## src/rtl/mc_controller_if.sv

```systemverilog
`default_nettype none
// ============================================================================
// Interface : mc_controller_if
// Purpose   : Memory handshake bundle between the multi-cycle control unit and
//             the instruction/data memories.
// Signals   : imem_req/imem_ack/imem_rdata - instruction fetch handshake
//             dmem_req/dmem_we/dmem_ack    - data access handshake
// Modports  : master - control unit side (drives requests)
//             slave  - memory side (drives acks and fetched instruction)
// Revision  : 1.0 - initial release
// ============================================================================
interface mc_controller_if;
    logic        imem_req;
    logic        imem_ack;
    logic [31:0] imem_rdata;
    logic        dmem_req;
    logic        dmem_we;
    logic        dmem_ack;

    modport master (
        output imem_req,
        input  imem_ack,
        input  imem_rdata,
        output dmem_req,
        output dmem_we,
        input  dmem_ack
    );

    modport slave (
        input  imem_req,
        output imem_ack,
        output imem_rdata,
        input  dmem_req,
        input  dmem_we,
        output dmem_ack
    );
endinterface
`default_nettype wire

```

## src/rtl/mc_controller.sv

```systemverilog
`default_nettype none
// ============================================================================
// Module    : mc_controller
// Purpose   : Multi-cycle control unit for the 31-instruction MIPS core.
//             Latches the fetched instruction into IR and steps
//             FETCH/DECODE/EXEC/MEM/WB with memory wait-state handshakes,
//             an ack watchdog and a sticky fault state.
// Ports     : clk, rst (async, active high), run (start from IDLE)
//             mem        - memory handshake interface (master side)
//             alu_zero   - ALU zero flag for beq/bne
//             aluc, is_shamt, is_signed, rs, rt, rd, rf_datatype - IR decode
//             rf_wena, pc_we, jump_type - write-back / PC update controls
//             md_start, md_done - multiply/divide handshake
//             busy, fault, fault_code - status
// Options   : MULDIV_EN - when defined, mult/multu/div/divu and mfhi/mflo are
//             legal; otherwise they raise an illegal-instruction fault.
// Revision  : 1.0 - initial release
// ============================================================================
module mc_controller #(
    parameter int WDOG_W   = 4,
    parameter int LINK_REG = 31
) (
    input  logic                  clk,
    input  logic                  rst,
    input  logic                  run,
    mc_controller_if.master       mem,
    input  logic                  alu_zero,
    output logic [3:0]            aluc,
    output logic                  is_shamt,
    output logic                  is_signed,
    output logic [4:0]            rs,
    output logic [4:0]            rt,
    output logic [4:0]            rd,
    output logic                  rf_wena,
    output logic [2:0]            rf_datatype,
    output logic [4:0]            jump_type,
    output logic                  pc_we,
    output logic                  md_start,
    input  logic                  md_done,
    output logic                  busy,
    output logic                  fault,
    output logic [1:0]            fault_code
);

    localparam logic [4:0]        LINK_ADDR = 5'(LINK_REG);
    // Last waiting cycle before timeout: the count starts at 0 on entry, so
    // the (2**WDOG_W-1)-th waiting cycle holds count 2**WDOG_W-2.
    localparam logic [WDOG_W-1:0] WD_LAST   = WDOG_W'((1 << WDOG_W) - 2);

    typedef enum logic [3:0] {
        S_IDLE   = 4'd0,
        S_FETCH  = 4'd1,
        S_DECODE = 4'd2,
        S_EXEC   = 4'd3,
        S_MEM    = 4'd4,
        S_WB     = 4'd5,
        S_FAULT  = 4'd6,
        S_MDWAIT = 4'd7,
        S_RETIRE = 4'd8
    } state_t;

    typedef enum logic [2:0] {
        C_ALU = 3'd0, C_LW = 3'd1, C_SW = 3'd2, C_BR = 3'd3,
        C_JMP = 3'd4, C_JAL = 3'd5, C_MD = 3'd6
    } cls_t;

    state_t              state_q, state_d;
    logic [31:0]         ir_q, ir_d;
    logic [WDOG_W-1:0]   wdog_q, wdog_d;
    logic [1:0]          code_q, code_d;

    logic [5:0]          w_op, w_fn;
    logic                w_legal;
    cls_t                w_cls;
    logic                w_md_start;

    assign w_op = ir_q[31:26];
    assign w_fn = ir_q[5:0];

    // ------------------------------------------------------------------
    // Instruction decode (pure function of IR, plus alu_zero for branches)
    // ------------------------------------------------------------------
    always_comb begin
        aluc      = 4'b0000;
        is_shamt  = 1'b0;
        is_signed = 1'b0;
        w_legal   = 1'b0;
        w_cls     = C_ALU;
        jump_type = 5'b10000;
        case (w_op)
            6'b000000: begin
                w_legal = 1'b1;
                case (w_fn)
                    6'b100000: aluc = 4'b0010;                       // add
                    6'b100001: aluc = 4'b0000;                       // addu
                    6'b100010: aluc = 4'b0011;                       // sub
                    6'b100011: aluc = 4'b0001;                       // subu
                    6'b100100: aluc = 4'b0100;                       // and
                    6'b100101: aluc = 4'b0101;                       // or
                    6'b100110: aluc = 4'b0110;                       // xor
                    6'b100111: aluc = 4'b0111;                       // nor
                    6'b101010: aluc = 4'b1011;                       // slt
                    6'b101011: aluc = 4'b1010;                       // sltu
                    6'b000000: begin aluc = 4'b1110; is_shamt = 1'b1; end // sll
                    6'b000010: begin aluc = 4'b1101; is_shamt = 1'b1; end // srl
                    6'b000011: begin aluc = 4'b1100; is_shamt = 1'b1; end // sra
                    6'b000100: aluc = 4'b1110;                       // sllv
                    6'b000110: aluc = 4'b1101;                       // srlv
                    6'b000111: aluc = 4'b1100;                       // srav
                    6'b001000: begin w_cls = C_JMP; jump_type = 5'b00010; end // jr
`ifdef MULDIV_EN
                    6'b010000, 6'b010010: aluc = 4'b0000;            // mfhi/mflo
                    6'b011000, 6'b011001,
                    6'b011010, 6'b011011: w_cls = C_MD;              // mult/div
`endif
                    default:   w_legal = 1'b0;
                endcase
            end
            6'b001000: begin w_legal = 1'b1; aluc = 4'b0010; is_signed = 1'b1; end // addi
            6'b001001: begin w_legal = 1'b1; aluc = 4'b0000; is_signed = 1'b1; end // addiu
            6'b001010: begin w_legal = 1'b1; aluc = 4'b1011; is_signed = 1'b1; end // slti
            6'b001011: begin w_legal = 1'b1; aluc = 4'b1010; is_signed = 1'b1; end // sltiu
            6'b001100: begin w_legal = 1'b1; aluc = 4'b0100; end                   // andi
            6'b001101: begin w_legal = 1'b1; aluc = 4'b0101; end                   // ori
            6'b001110: begin w_legal = 1'b1; aluc = 4'b0110; end                   // xori
            6'b001111: begin w_legal = 1'b1; aluc = 4'b1000; end                   // lui
            6'b100011: begin w_legal = 1'b1; w_cls = C_LW; end                     // lw
            6'b101011: begin w_legal = 1'b1; w_cls = C_SW; end                     // sw
            6'b000100: begin                                                       // beq
                w_legal = 1'b1; w_cls = C_BR; aluc = 4'b0001;
                if (alu_zero) jump_type = 5'b01000;
            end
            6'b000101: begin                                                       // bne
                w_legal = 1'b1; w_cls = C_BR; aluc = 4'b0001;
                if (!alu_zero) jump_type = 5'b00100;
            end
            6'b000010: begin w_legal = 1'b1; w_cls = C_JMP; jump_type = 5'b00001; end // j
            6'b000011: begin w_legal = 1'b1; w_cls = C_JAL; jump_type = 5'b00001; end // jal
            default:   w_legal = 1'b0;
        endcase
        // The all-zero word is the canonical nop; present it with neutral
        // ALU controls so the reset/idle decode is all zeros.
        if (ir_q == 32'h0000_0000) begin
            aluc     = 4'b0000;
            is_shamt = 1'b0;
        end
    end

    assign rs          = ir_q[25:21];
    assign rt          = ir_q[20:16];
    assign rd          = (w_cls == C_JAL) ? LINK_ADDR :
                         (w_op != 6'b000000) ? ir_q[20:16] : ir_q[15:11];
    assign rf_datatype = (w_cls == C_LW)  ? 3'b100 :
                         (w_cls == C_JAL) ? 3'b010 : 3'b001;

    // ------------------------------------------------------------------
    // State register
    // ------------------------------------------------------------------
    always_ff @(posedge clk or posedge rst) begin
        if (rst) begin
            state_q <= S_IDLE;
            ir_q    <= '0;
            wdog_q  <= '0;
            code_q  <= 2'b00;
        end else begin
            state_q <= state_d;
            ir_q    <= ir_d;
            wdog_q  <= wdog_d;
            code_q  <= code_d;
        end
    end

    // ------------------------------------------------------------------
    // Next state and strobes. The watchdog count defaults to 0 so that it
    // is cleared on every entry into FETCH/MEM and only advances while a
    // request is waiting for its ack.
    // ------------------------------------------------------------------
    always_comb begin
        state_d      = state_q;
        ir_d         = ir_q;
        wdog_d       = '0;
        code_d       = code_q;
        mem.imem_req = 1'b0;
        mem.dmem_req = 1'b0;
        mem.dmem_we  = 1'b0;
        rf_wena      = 1'b0;
        pc_we        = 1'b0;
        w_md_start   = 1'b0;
        case (state_q)
            S_IDLE: if (run) state_d = S_FETCH;
            S_FETCH: begin
                mem.imem_req = 1'b1;
                if (mem.imem_ack) begin
                    ir_d    = mem.imem_rdata;
                    state_d = S_DECODE;
                end else if (wdog_q == WD_LAST) begin
                    state_d = S_FAULT;
                    code_d  = 2'b10;
                end else begin
                    wdog_d  = wdog_q + WDOG_W'(1);
                end
            end
            S_DECODE: begin
                if (w_legal) begin
                    state_d = S_EXEC;
                end else begin
                    state_d = S_FAULT;
                    code_d  = 2'b01;
                end
            end
            S_EXEC: begin
                case (w_cls)
                    C_LW, C_SW:    state_d = S_MEM;
                    C_BR, C_JMP: begin
                        pc_we   = 1'b1;
                        state_d = S_FETCH;
                    end
`ifdef MULDIV_EN
                    C_MD: begin
                        w_md_start = 1'b1;
                        state_d    = S_MDWAIT;
                    end
`endif
                    default:       state_d = S_WB;
                endcase
            end
            S_MEM: begin
                mem.dmem_req = 1'b1;
                mem.dmem_we  = (w_cls == C_SW);
                if (mem.dmem_ack) begin
                    if (w_cls == C_SW) begin
                        pc_we   = 1'b1;
                        state_d = S_FETCH;
                    end else begin
                        state_d = S_WB;
                    end
                end else if (wdog_q == WD_LAST) begin
                    state_d = S_FAULT;
                    code_d  = 2'b11;
                end else begin
                    wdog_d  = wdog_q + WDOG_W'(1);
                end
            end
            S_WB: begin
                rf_wena = 1'b1;
                pc_we   = 1'b1;
                state_d = S_FETCH;
            end
`ifdef MULDIV_EN
            // Multiply/divide has no watchdog: its latency is bounded by the unit.
            S_MDWAIT: if (md_done) state_d = S_RETIRE;
            S_RETIRE: begin
                pc_we   = 1'b1;
                state_d = S_FETCH;
            end
`endif
            S_FAULT: state_d = S_FAULT;
            default: state_d = S_IDLE;
        endcase
    end

`ifdef MULDIV_EN
    assign md_start = w_md_start;
`else
    logic unused_md;
    assign md_start  = 1'b0;
    assign unused_md = md_done ^ w_md_start;
`endif

    assign busy       = (state_q != S_IDLE) && (state_q != S_FAULT);
    assign fault      = (state_q == S_FAULT);
    assign fault_code = code_q;

endmodule
`default_nettype wire
```

## src/flat_wrapper.sv

```systemverilog
// flat-port wrapper written by rule: the top's interface ports become plain ports
module mc_controller_flat 
#(
    parameter int WDOG_W   = 4,
    parameter int LINK_REG = 31
)
  (clk, rst, run, alu_zero, aluc, is_shamt, is_signed, rs, rt, rd, rf_wena, rf_datatype, jump_type, pc_we, md_start, md_done, busy, fault, fault_code, mem_imem_req, mem_imem_ack, mem_imem_rdata, mem_dmem_req, mem_dmem_we, mem_dmem_ack);
  mc_controller_if mem_i ();
  input  logic clk;
  input  logic rst;
  input  logic run;
  input  logic alu_zero;
  output logic [3:0] aluc;
  output logic is_shamt;
  output logic is_signed;
  output logic [4:0] rs;
  output logic [4:0] rt;
  output logic [4:0] rd;
  output logic rf_wena;
  output logic [2:0] rf_datatype;
  output logic [4:0] jump_type;
  output logic pc_we;
  output logic md_start;
  input  logic md_done;
  output logic busy;
  output logic fault;
  output logic [1:0] fault_code;
  output wire logic [$bits(mem_i.imem_req)-1:0] mem_imem_req;
  input wire logic [$bits(mem_i.imem_ack)-1:0] mem_imem_ack;
  input wire logic [$bits(mem_i.imem_rdata)-1:0] mem_imem_rdata;
  output wire logic [$bits(mem_i.dmem_req)-1:0] mem_dmem_req;
  output wire logic [$bits(mem_i.dmem_we)-1:0] mem_dmem_we;
  input wire logic [$bits(mem_i.dmem_ack)-1:0] mem_dmem_ack;
  assign mem_imem_req = mem_i.imem_req;
  assign mem_i.imem_ack = mem_imem_ack;
  assign mem_i.imem_rdata = mem_imem_rdata;
  assign mem_dmem_req = mem_i.dmem_req;
  assign mem_dmem_we = mem_i.dmem_we;
  assign mem_i.dmem_ack = mem_dmem_ack;
  mc_controller #(.WDOG_W(WDOG_W), .LINK_REG(LINK_REG)) u_core (.clk(clk), .rst(rst), .run(run), .mem(mem_i), .alu_zero(alu_zero), .aluc(aluc), .is_shamt(is_shamt), .is_signed(is_signed), .rs(rs), .rt(rt), .rd(rd), .rf_wena(rf_wena), .rf_datatype(rf_datatype), .jump_type(jump_type), .pc_we(pc_we), .md_start(md_start), .md_done(md_done), .busy(busy), .fault(fault), .fault_code(fault_code));
endmodule
```

## config.mk

```make
export PLATFORM = sky130hd
export DESIGN_NAME = mc_controller_flat
export DESIGN_NICKNAME = d
export VERILOG_FILES = /design/src/rtl/mc_controller_if.sv /design/src/rtl/mc_controller.sv /design/src/flat_wrapper.sv
export SDC_FILE = /design/constraint.sdc
export NUM_CORES = 1
export LEC_CHECK = 0
export CORE_MARGIN = 2
export CORE_UTILIZATION = 29
export DETAILED_ROUTE_END_ITERATION = 8
export HOLD_SLACK_MARGIN = 0.06
export PLACE_DENSITY = 0.65
export SYNTH_ARGS = -nofsm -noshare
export SYNTH_HDL_FRONTEND = slang
export SYNTH_SLANG_ARGS = --single-unit
```

## constraint.sdc

```tcl
create_clock -name clk -period 2.19 [get_ports clk]
set_input_delay 0.657 -clock clk [delete_from_list [all_inputs] [get_ports clk]]
set_output_delay 0.657 -clock clk [all_outputs]
set_load 0.005 [all_outputs]
```

==> flow_metrics.py, run 1 <==
metrics = {
    "synth": {
        "synthAdderAreaFrac_pct": 0.933,
        "ys_ff_latch": 42,
        "yosys_most_used_dff": "dfrtp_1",
        "synth_edf_count": 0,
        "synth_xor_area_share_pct": 0.979,
        "synth_simple_gate_area_share_pct": 21.3,
        "synth_seq_area_share_pct": 39.2,
        "syn_inst": 268,
        "synthMuxAreaShare_pct": 16.0,
        "yosys_warnings": 0,
        "synth-async-reset-ratio_pct": 100,
        "synth.cell_area_mm2": 0.00268,
        "ys_types": 62,
        "synth_compound_area_share_pct": 12.9,
        "avgSynthCellArea_um2": 10.0,
        "synth_top_family_by_area": "simple AND/OR/NAND/NOR gates",
    },
    "drt": {
        "via_count": 2595,
        "wirelength_mm": 7.92,
        "ant_nets": 0,
        "drc": 0,
        "avgViaCountPerCell": 4.83,
        "wl_per_cell_um": 14.7,
        "first_pass_iters": 4,
        "drt_iter0_drc": 103,
    },
    "floorplan": {
        "die_h_um": 100,
        "die_x_um": 100,
        "die-area_mm2": 0.0100,
        "io_pins": 78,
        "initial_core_util_pct": 29.5,
        "fp-row-count": 35,
        "core_area_mm2": 0.00911,
    },
    "sta": {
        "period_share_pct": 125,
        "timing.final.ws_setup_ps": -540,
        "fin_skew_ps": 7.71,
        "period_minus_slack_ps": 2730,
        "fmax_mhz": 366,
        "tns_ps": -6430,
        "rsz0062_at_grt": "yes",
        "slew_viol_final": 0,
        "hold_violations": 0,
        "finalSetupViolCount": 20,
    },
    "worst_hold_path": {
        "min_to": "u_core.ir_q[8]",
        "holdCritPathClass": "reg -> reg",
        "hold_depth": 1,
        "hp-start": "u_core.ir_q[8]",
    },
    "critical_path": {
        "r2r_start": "u_core.ir_q[27]",
        "crit_type": "reg -> out",
        "cp_max_fo": 3,
        "arrival_ps": 2070,
        "r2r-end": "u_core.state_q[0]",
        "r2r_cells": 9,
        "crit_path_start_kind": "register",
        "rrSetupSlack_ps": 100,
        "worstPathRequired_ps": 1530,
        "cp-end-kind": "primary output",
        "startpoint": "u_core.ir_q[30]",
    },
    "power_and_ir_drop": {
        "vdd.ir_drop.worst_mv": 0.497,
        "p_leak_nw": 2.01,
        "power_mw": 5.24,
        "p_per_area_mw_per_mm2": 1170,
    },
    "place": {
        "pre_cts_ws_ps": -546,
        "hpwl_mm": 5.32,
        "dp_cells": 495,
        "portBuffers": 75,
        "globalplace.congestion": 0.887,
    },
    "cells_and_area": {
        "seqCellArea_mm2": 0.00106,
        "n_fill_cell": 849,
        "diodes": 0,
        "nets": 466,
        "layout_common_cells": "buf_4, clkdlybuf4s50_1, dfrtp_1",
        "finalNonFillerCells": 537,
        "final_common_cell": "buf_4",
        "area_growth_pct": 66.7,
        "drive_gt1_share_pct": 45.8,
        "multi_input_area_mm2": 0.00162,
    },
    "clock_network": {
        "insertion_delay_ps": 300,
        "cts.sinks": 42,
        "cts_tree": "yes",
        "cts_hold_buffers": 0,
        "cts_buffers": 5,
        "cts_root_buf": "clkbuf_8",
        "h-tree-depth": 2,
        "clockBufferDepth": 2,
        "cts.clk_slew.worst_paths_ps": 80,
    },
    "status": {
        "violations": "negative setup slack",
        "status": "finished with violations",
    },
    "grt": {
        "grt_overflow_total": 0,
        "grt_pass1_wl_mm": 12.6,
        "grt_max_degree": 43,
        "grt_pass1_vias": 2671,
        "grt_use_total_pct": 15.7,
        "antenna_found_initial": 0,
    },
    "run": {
        "drv_cap": 0,
    },
}
==> cells by family (layout without fill, tap and decap cells) <==
logic type | Yosys count | count (layout)
other cells | 1 | 2
fa+ha+maj | 2 | 2
flops | 42 | 42
buf+inv | 41 | 198
simple gates | 90 | 90
compound gates | 50 | 50
mux | 39 | 39
xor+xnor | 3 | 3
==> synth_stat cells (all sizes together), types with 4 or more instances <==
| cell type | number | area [µm²] |
|---|---|---|
| nor2b | 4 | 25.0 |
| dfrtp | 42 | 1050 |
| nand3 | 4 | 32.5 |
| buf | 24 | 166 |
| nor4 | 9 | 62.6 |
| or3 | 5 | 31.3 |
| mux2 | 32 | 360 |
| nand2 | 17 | 71.3 |
| nor3 | 7 | 40.0 |
| clkbuf | 4 | 15.0 |
| o21ai | 14 | 70.1 |
| nand2b | 4 | 25.0 |
| inv | 13 | 48.8 |
| nor3b | 4 | 35.0 |
| mux2i | 7 | 70.1 |
| a21oi | 9 | 45.0 |
| nor2 | 21 | 93.8 |
==> cell type report <==
class                      instances  share of cell area [%]
multi-input combinational        186                    36.1
timing repair buffer             177                    34.0
sequential                        42                    23.7
tap                              111                    3.10
clock buffer                       6                    1.62
inverter                          13                    1.15
clock inverter                     2                   0.308
==> metal layers <==
layer	global-route usage, %	share of wire, %
met1	19.6	44
met2	26.9	49
met3	3.76	4.9
met4	4.64	1.9
met5	0	0
==> power by group <==
part           internal, mW  switching (mW)  total, mW
logic                  1.93            1.40       3.33
registers              1.11           0.299       1.41
clock network         0.225           0.270      0.495
total                  3.27            1.97       5.24
==> per-stage QoR <==
stage | instance area [µm²] | utilization, % | hold WS, ps
after CTS | 4320 | 47.4 | 505
after floorplan | 2710 | - | 465
final | 4470 | 49.1 | 499
after global routing | 4470 | 49.1 | 517
after global placement | 3940 | 43.2 | 480
after detailed placement | 3940 | 43.2 | 481
==> sequential cells by signal, summed over array words and instances, names as in the netlist <==
name,flops
u_core.ir_q,32
u_core.state_q,4
u_core.wdog_q,4
u_core.fault_code,2
==> how the worst max path moves through the flow <==
stage                    to  slack (ps)  cells past startpoint
finish                pc_we        -540                      8
floorplan           aluc[2]         -20                      6
detailed placement    pc_we        -550                      7
global route          pc_we        -660                      8
global placement      pc_we        -520                      7
CTS                   pc_we        -530                      7
==> what timing repair did <==
| item | in CTS | in global routing |
|---|---|---|
| buffers inserted | 25 | 15 |
| pin swaps | 26 | 24 |
| hold endpoints to repair | 0 | 0 |
| endpoints found under the setup margin | 26 | 23 |
| resized for setup | 157 | 25 |
==> critical path, stage by stage, from the launching register on <==
cell,delay [ps]
dfrtp_2,440
buf_6,130
buf_6,120
nor4_4,300
buf_4,180
a2111oi_4,50
buf_4,140
a211o_1,290
buf_2,130
Note: power is estimated with default switching activity, not from simulation.
==> run 2: changes to the inputs <==
Settings changed: RECOVER_POWER from default to 50.
==> run 2 against run 1 <==
Net effect: the run still ends with negative setup slack left; design area is 0.81% lower; cell count stayed put; power is 0.19% lower; sequential power hardly changed; sequential cell count stayed put; critical path depth stayed put; die area stayed put; sequential share of layout area is 0.19 points higher; register-to-register slack hardly changed; global-route usage stayed put; count of clock-buffer cells in the layout stayed put; clock skew hardly changed; critical endpoint unchanged; largest cell class unchanged; largest power group unchanged.
==> flow_metrics.py, run 2 (same netlist as run 1, synthesis figures left out) <==
metrics = {
    "drt": {
        "wl_per_cell_um": 14.8,
        "drc": 0,
        "drt_iter0_drc": 86,
        "wirelength_mm": 7.96,
        "via_count": 2606,
        "ant_nets": 0,
        "avgViaCountPerCell": 4.85,
        "first_pass_iters": 4,
    },
    "clock_network": {
        "cts.clk_slew.worst_paths_ps": 80,
        "cts.sinks": 42,
        "insertion_delay_ps": 290,
        "h-tree-depth": 2,
        "cts_buffers": 5,
        "cts_tree": "yes",
        "cts_root_buf": "clkbuf_8",
        "clockBufferDepth": 2,
    },
    "cells_and_area": {
        "diodes": 0,
        "reg_top3": "u_core.ir_q (32), u_core.state_q (4), u_core.wdog_q (4)",
        "fin_area_mm2": 0.00444,
        "n_fill_cell": 857,
        "largest_reg_flops": 32,
        "regMostFlops": "u_core.ir_q",
        "fin_util_pct": 48.7,
        "nets": 466,
        "layout_common_cells": "buf_4, clkdlybuf4s50_1, dfrtp_1",
        "final_common_cell": "buf_4",
        "area_growth_pct": 65.4,
        "drive_gt1_share_pct": 45.1,
    },
    "sta": {
        "tns_ps": -6500,
        "fmax_mhz": 365,
        "hold_violations": 0,
        "fin_hold_ws_ps": 500,
        "period_minus_slack_ps": 2740,
        "finalSetupViolCount": 20,
        "relSlewSlack_pct": 29.3,
        "rsz0062_at_grt": "yes",
        "period_share_pct": 125,
        "tightest_slew_ps": 1060,
        "slew_viol_final": 0,
        "fin_skew_ps": 7.44,
        "timing.final.ws_setup_ps": -547,
    },
    "critical_path": {
        "r2r-end": "u_core.state_q[0]",
        "r2r_cells": 9,
        "arrival_ps": 2080,
        "crit_type": "reg -> out",
        "r2r_start": "u_core.ir_q[27]",
        "worstPathRequired_ps": 1530,
        "rrSetupSlack_ps": 100,
        "cp_max_fo": 3,
        "cp-end-kind": "primary output",
        "crit_path_start_kind": "register",
        "startpoint": "u_core.ir_q[30]",
    },
    "floorplan": {
        "die_x_um": 100,
        "fp-row-count": 35,
        "initial_core_util_pct": 29.5,
        "die-area_mm2": 0.0100,
        "io_pins": 78,
        "core_area_mm2": 0.00911,
        "die_h_um": 100,
    },
    "power_and_ir_drop": {
        "p_per_area_mw_per_mm2": 1180,
        "vdd.ir_drop.worst_mv": 0.498,
        "p_leak_nw": 1.99,
        "power_mw": 5.23,
    },
    "grt": {
        "grt_pass1_wl_mm": 12.6,
        "grt_overflow_total": 0,
        "grt_use_total_pct": 15.7,
        "grt_max_degree": 43,
        "antenna_found_initial": 0,
        "grt_pass1_vias": 2671,
    },
    "worst_hold_path": {
        "holdCritPathClass": "reg -> reg",
        "min_to": "u_core.ir_q[8]",
        "hold_depth": 1,
        "hp-start": "u_core.ir_q[8]",
    },
    "status": {
        "violations": "negative setup slack",
        "status": "finished with violations",
    },
    "place": {
        "hpwl_mm": 5.32,
        "placed_cell_area_mm2": 0.00394,
        "portBuffers": 75,
        "globalplace.congestion": 0.887,
    },
    "run": {
        "drv_cap": 0,
    },
}
==> run 2: where the power goes <==
group	leakage [nW]	switching (mW)	internal [mW]	total, mW
logic	1.43	1.40	1.92	3.32
registers	0.516	0.301	1.11	1.41
clock network	0.0452	0.270	0.225	0.495
total	1.99	1.97	3.26	5.23
==> run 2: what timing repair did <==
| item | in CTS | in global routing |
|---|---|---|
| setup buffers | 25 | 15 |
| gates cloned | 0 | 0 |
| endpoints found under the setup margin | 26 | 23 |
| pin swaps | 26 | 24 |
| hold buffers | 0 | 0 |
| resized for setup | 157 | 25 |
==> run 2: metal layers <==
layer	part of all wire (%)	vias to the layer above	routed length, µm	track usage (%)
li1	-	1272	-	-
met1	43	1251	3450	19.6
met2	50	71	3970	26.9
met3	4.8	12	385	3.76
met4	1.9	0	151	4.64
met5	0	-	0	0
==> run 2: metrics by stage <==
stage               worst slack (ps)  std cells
global route                    -658        537
finish                          -547        537
floorplan                      -16.7        269
detailed placement              -546        495
global placement                -522        495
CTS                             -533        526
==> run 2: how the worst max path moves through the flow <==
stage / endpoint / slack [ps] / depth (start not counted)
2_1_floorplan: aluc[2] / -20 / 6
3_3_place_gp: pc_we / -520 / 7
3_5_place_dp: pc_we / -550 / 7
4_1_cts: pc_we / -530 / 7
5_1_grt: pc_we / -660 / 8
6_report: pc_we / -550 / 8
==> run 2: cell type report <==
class | instances | area (µm²) | share of cell area (%)
clock buffers | 6 | 72.6 | 1.64
clock inverters | 2 | 13.8 | 0.310
inverters | 13 | 51.3 | 1.16
multi-input cells | 186 | 1610 | 36.3
flip-flops and latches | 42 | 1060 | 23.9
well taps | 111 | 139 | 3.13
repair buffers | 177 | 1490 | 33.6
==> run 2: critical path: stages (launching register included) <==
cell and delay (ps):
dfrtp_2 440, buf_6 130, buf_6 120, nor4_4 300
buf_4 180, a2111oi_4 50, buf_4 140, a211o_1 290
buf_2 130
==> run 3: changes to the inputs <==
Settings changed: CORE_UTILIZATION 29 to 30, PLACE_DENSITY 0.65 to 0.67.
==> run 3 against run 2 <==
Net effect: hold slack improved by 1.6 ps; largest power group unchanged; combinational power rose by 4%; clock power rose by 22%; the run still ends with negative setup slack left.
==> flow_metrics.py, run 3 (same netlist as run 1, synthesis figures left out) <==
metrics = {
    "status": {
        "status": "finished with violations",
        "violations": "negative setup slack",
    },
    "power_and_ir_drop": {
        "p_leak_nw": 2.04,
        "power.switching_mw": 2.00,
        "clkPwrFrac_pct": 11.1,
        "switching_share_pct": 36.6,
        "p_per_area_mw_per_mm2": 1200,
        "vdd.ir_drop.worst_mv": 0.481,
        "power_frac_comb_pct": 63.2,
        "intPower_mw": 3.46,
        "power_frac_seq_pct": 25.7,
    },
    "critical_path": {
        "cp_num_buf_inv": 3,
        "cpLargestDelayFamily": "compound AO/OA/AOI/OAI gates",
        "crit_path_start_kind": "register",
        "cp_max_fo": 4,
        "crit_type": "reg -> out",
        "path_common_cell": "buf_6",
        "critPathMaxStageDelay_ps": 450,
        "critPathSlowestCell": "dfrtp_2",
        "worstPathRequired_ps": 1530,
        "arrival_ps": 1950,
        "cp-end-kind": "primary output",
        "worstPathCellList": "or3_4 > buf_6 > buf_6 > a2111oi_4 > a211o_1 > buf_2",
    },
    "sta": {
        "hold_violations": 0,
        "tns_ps": -4350,
        "fin_skew_ps": 6.91,
        "fin_hold_ws_ps": 502,
        "rsz0062_at_grt": "yes",
        "finalSetupViolCount": 20,
        "relSlewSlack_pct": 29.9,
        "period_minus_slack_ps": 2610,
        "period_share_pct": 119,
        "fmax_mhz": 384,
        "slew_viol_final": 0,
        "timing.final.ws_setup_ps": -417,
        "tightest_slew_ps": 1050,
    },
    "clock_network": {
        "cts.sinks": 42,
        "cts_tree": "yes",
        "clockBufferDepth": 2,
        "h-tree-depth": 2,
        "insertion_delay_ps": 290,
        "cts_buffers": 5,
        "cts_root_buf": "clkbuf_8",
        "cts.clk_slew.worst_paths_ps": 80,
    },
    "cells_and_area": {
        "largest_reg_flops": 32,
        "fin_util_pct": 52.2,
        "diodes": 0,
        "final_common_cell": "buf_4",
        "fin_area_mm2": 0.00453,
        "layout_common_cells": "buf_4, clkdlybuf4s50_1, dfrtp_1",
        "area_growth_pct": 68.9,
        "drive_gt1_share_pct": 45.4,
        "regMostFlops": "u_core.ir_q",
        "nets": 472,
        "reg_top3": "u_core.ir_q (32), u_core.state_q (4), u_core.wdog_q (4)",
    },
    "place": {
        "pre_cts_ws_ps": -561,
        "hpwl_mm": 5.27,
        "placed_cell_area_mm2": 0.00391,
        "globalplace.congestion": 0.864,
        "portBuffers": 75,
    },
    "floorplan": {
        "io_pins": 78,
        "die-area_mm2": 0.00971,
        "die_x_um": 98.6,
        "initial_core_util_pct": 30.9,
        "fp-row-count": 34,
        "core_area_mm2": 0.00868,
        "die_h_um": 98.6,
    },
    "grt": {
        "grt_pass1_wl_mm": 12.5,
        "grt_max_degree": 43,
        "grt_use_total_pct": 15.6,
        "grt_overflow_total": 0,
        "antenna_found_initial": 0,
        "grt_pass1_vias": 2699,
    },
    "drt": {
        "drt_iter0_drc": 69,
        "ant_nets": 0,
        "drc": 0,
        "wirelength_mm": 7.81,
        "via_count": 2637,
        "wl_per_cell_um": 14.5,
        "avgViaCountPerCell": 4.88,
        "first_pass_iters": 4,
    },
    "run": {
        "drv_cap": 0,
    },
    "worst_hold_path": {
        "holdCritPathClass": "reg -> reg",
    },
}
-- run 3: worst paths after layout --
kind                                   start           endpoint  slack (ps)  depth (start not counted)
hold / removal                u_core.ir_q[9]     u_core.ir_q[9]         500                          1
setup reg to reg           u_core.state_q[1]     u_core.ir_q[6]          80                          6
hold reg to reg               u_core.ir_q[9]     u_core.ir_q[9]         500                          1
min in group asynchronous                rst    u_core.ir_q[25]        1130                          3
max in group asynchronous                rst  u_core.state_q[2]         340                          3
setup / recovery             u_core.ir_q[31]              pc_we        -420                          6
-- run 3: layout make-up --
class                           count  area, µm²
Fill cell                         774       4150
Tap cell                          108        135
Clock inverter                      2       37.5
Timing Repair Buffer              183       1550
Sequential cell                    42       1060
Multi-Input combinational cell    186       1630
Clock buffer                        6       72.6
Inverter                           13       48.8
-- run 3: timing repair --
| item | CTS | global route |
|---|---|---|
| endpoints found under the setup margin | 26 | 26 |
| pin swaps | 22 | 19 |
| gates resized for setup | 150 | 29 |
| buffers inserted | 39 | 10 |
| hold buffers | 0 | 0 |
-- run 3: power by group through the flow --
stage	sequential, mW	combinational [mW]	clock [mW]
finish	1.40	3.45	0.605
floorplan	1.36	1.41	0
CTS	1.39	3.20	0.628
global route	1.45	3.72	0.662
global placement	1.38	2.58	0
detailed placement	1.40	2.61	0
-- run 3: per-layer routing --
layer / global-route usage, % / routed length (µm) / up-vias
li1: - / - / 1275
met1: 19.4 / 3320 / 1279
met2: 27.6 / 3950 / 73
met3: 2.70 / 397 / 10
met4: 4.85 / 138 / 0
met5: 0 / 0 / -
-- run 3: metrics by stage --
stage	instances	power, mW
6_report	540	5.46
5_1_grt	540	5.83
4_1_cts	534	5.22
3_5_place_dp	489	4.01
3_3_place_gp	489	3.96
2_1_floorplan	269	2.77
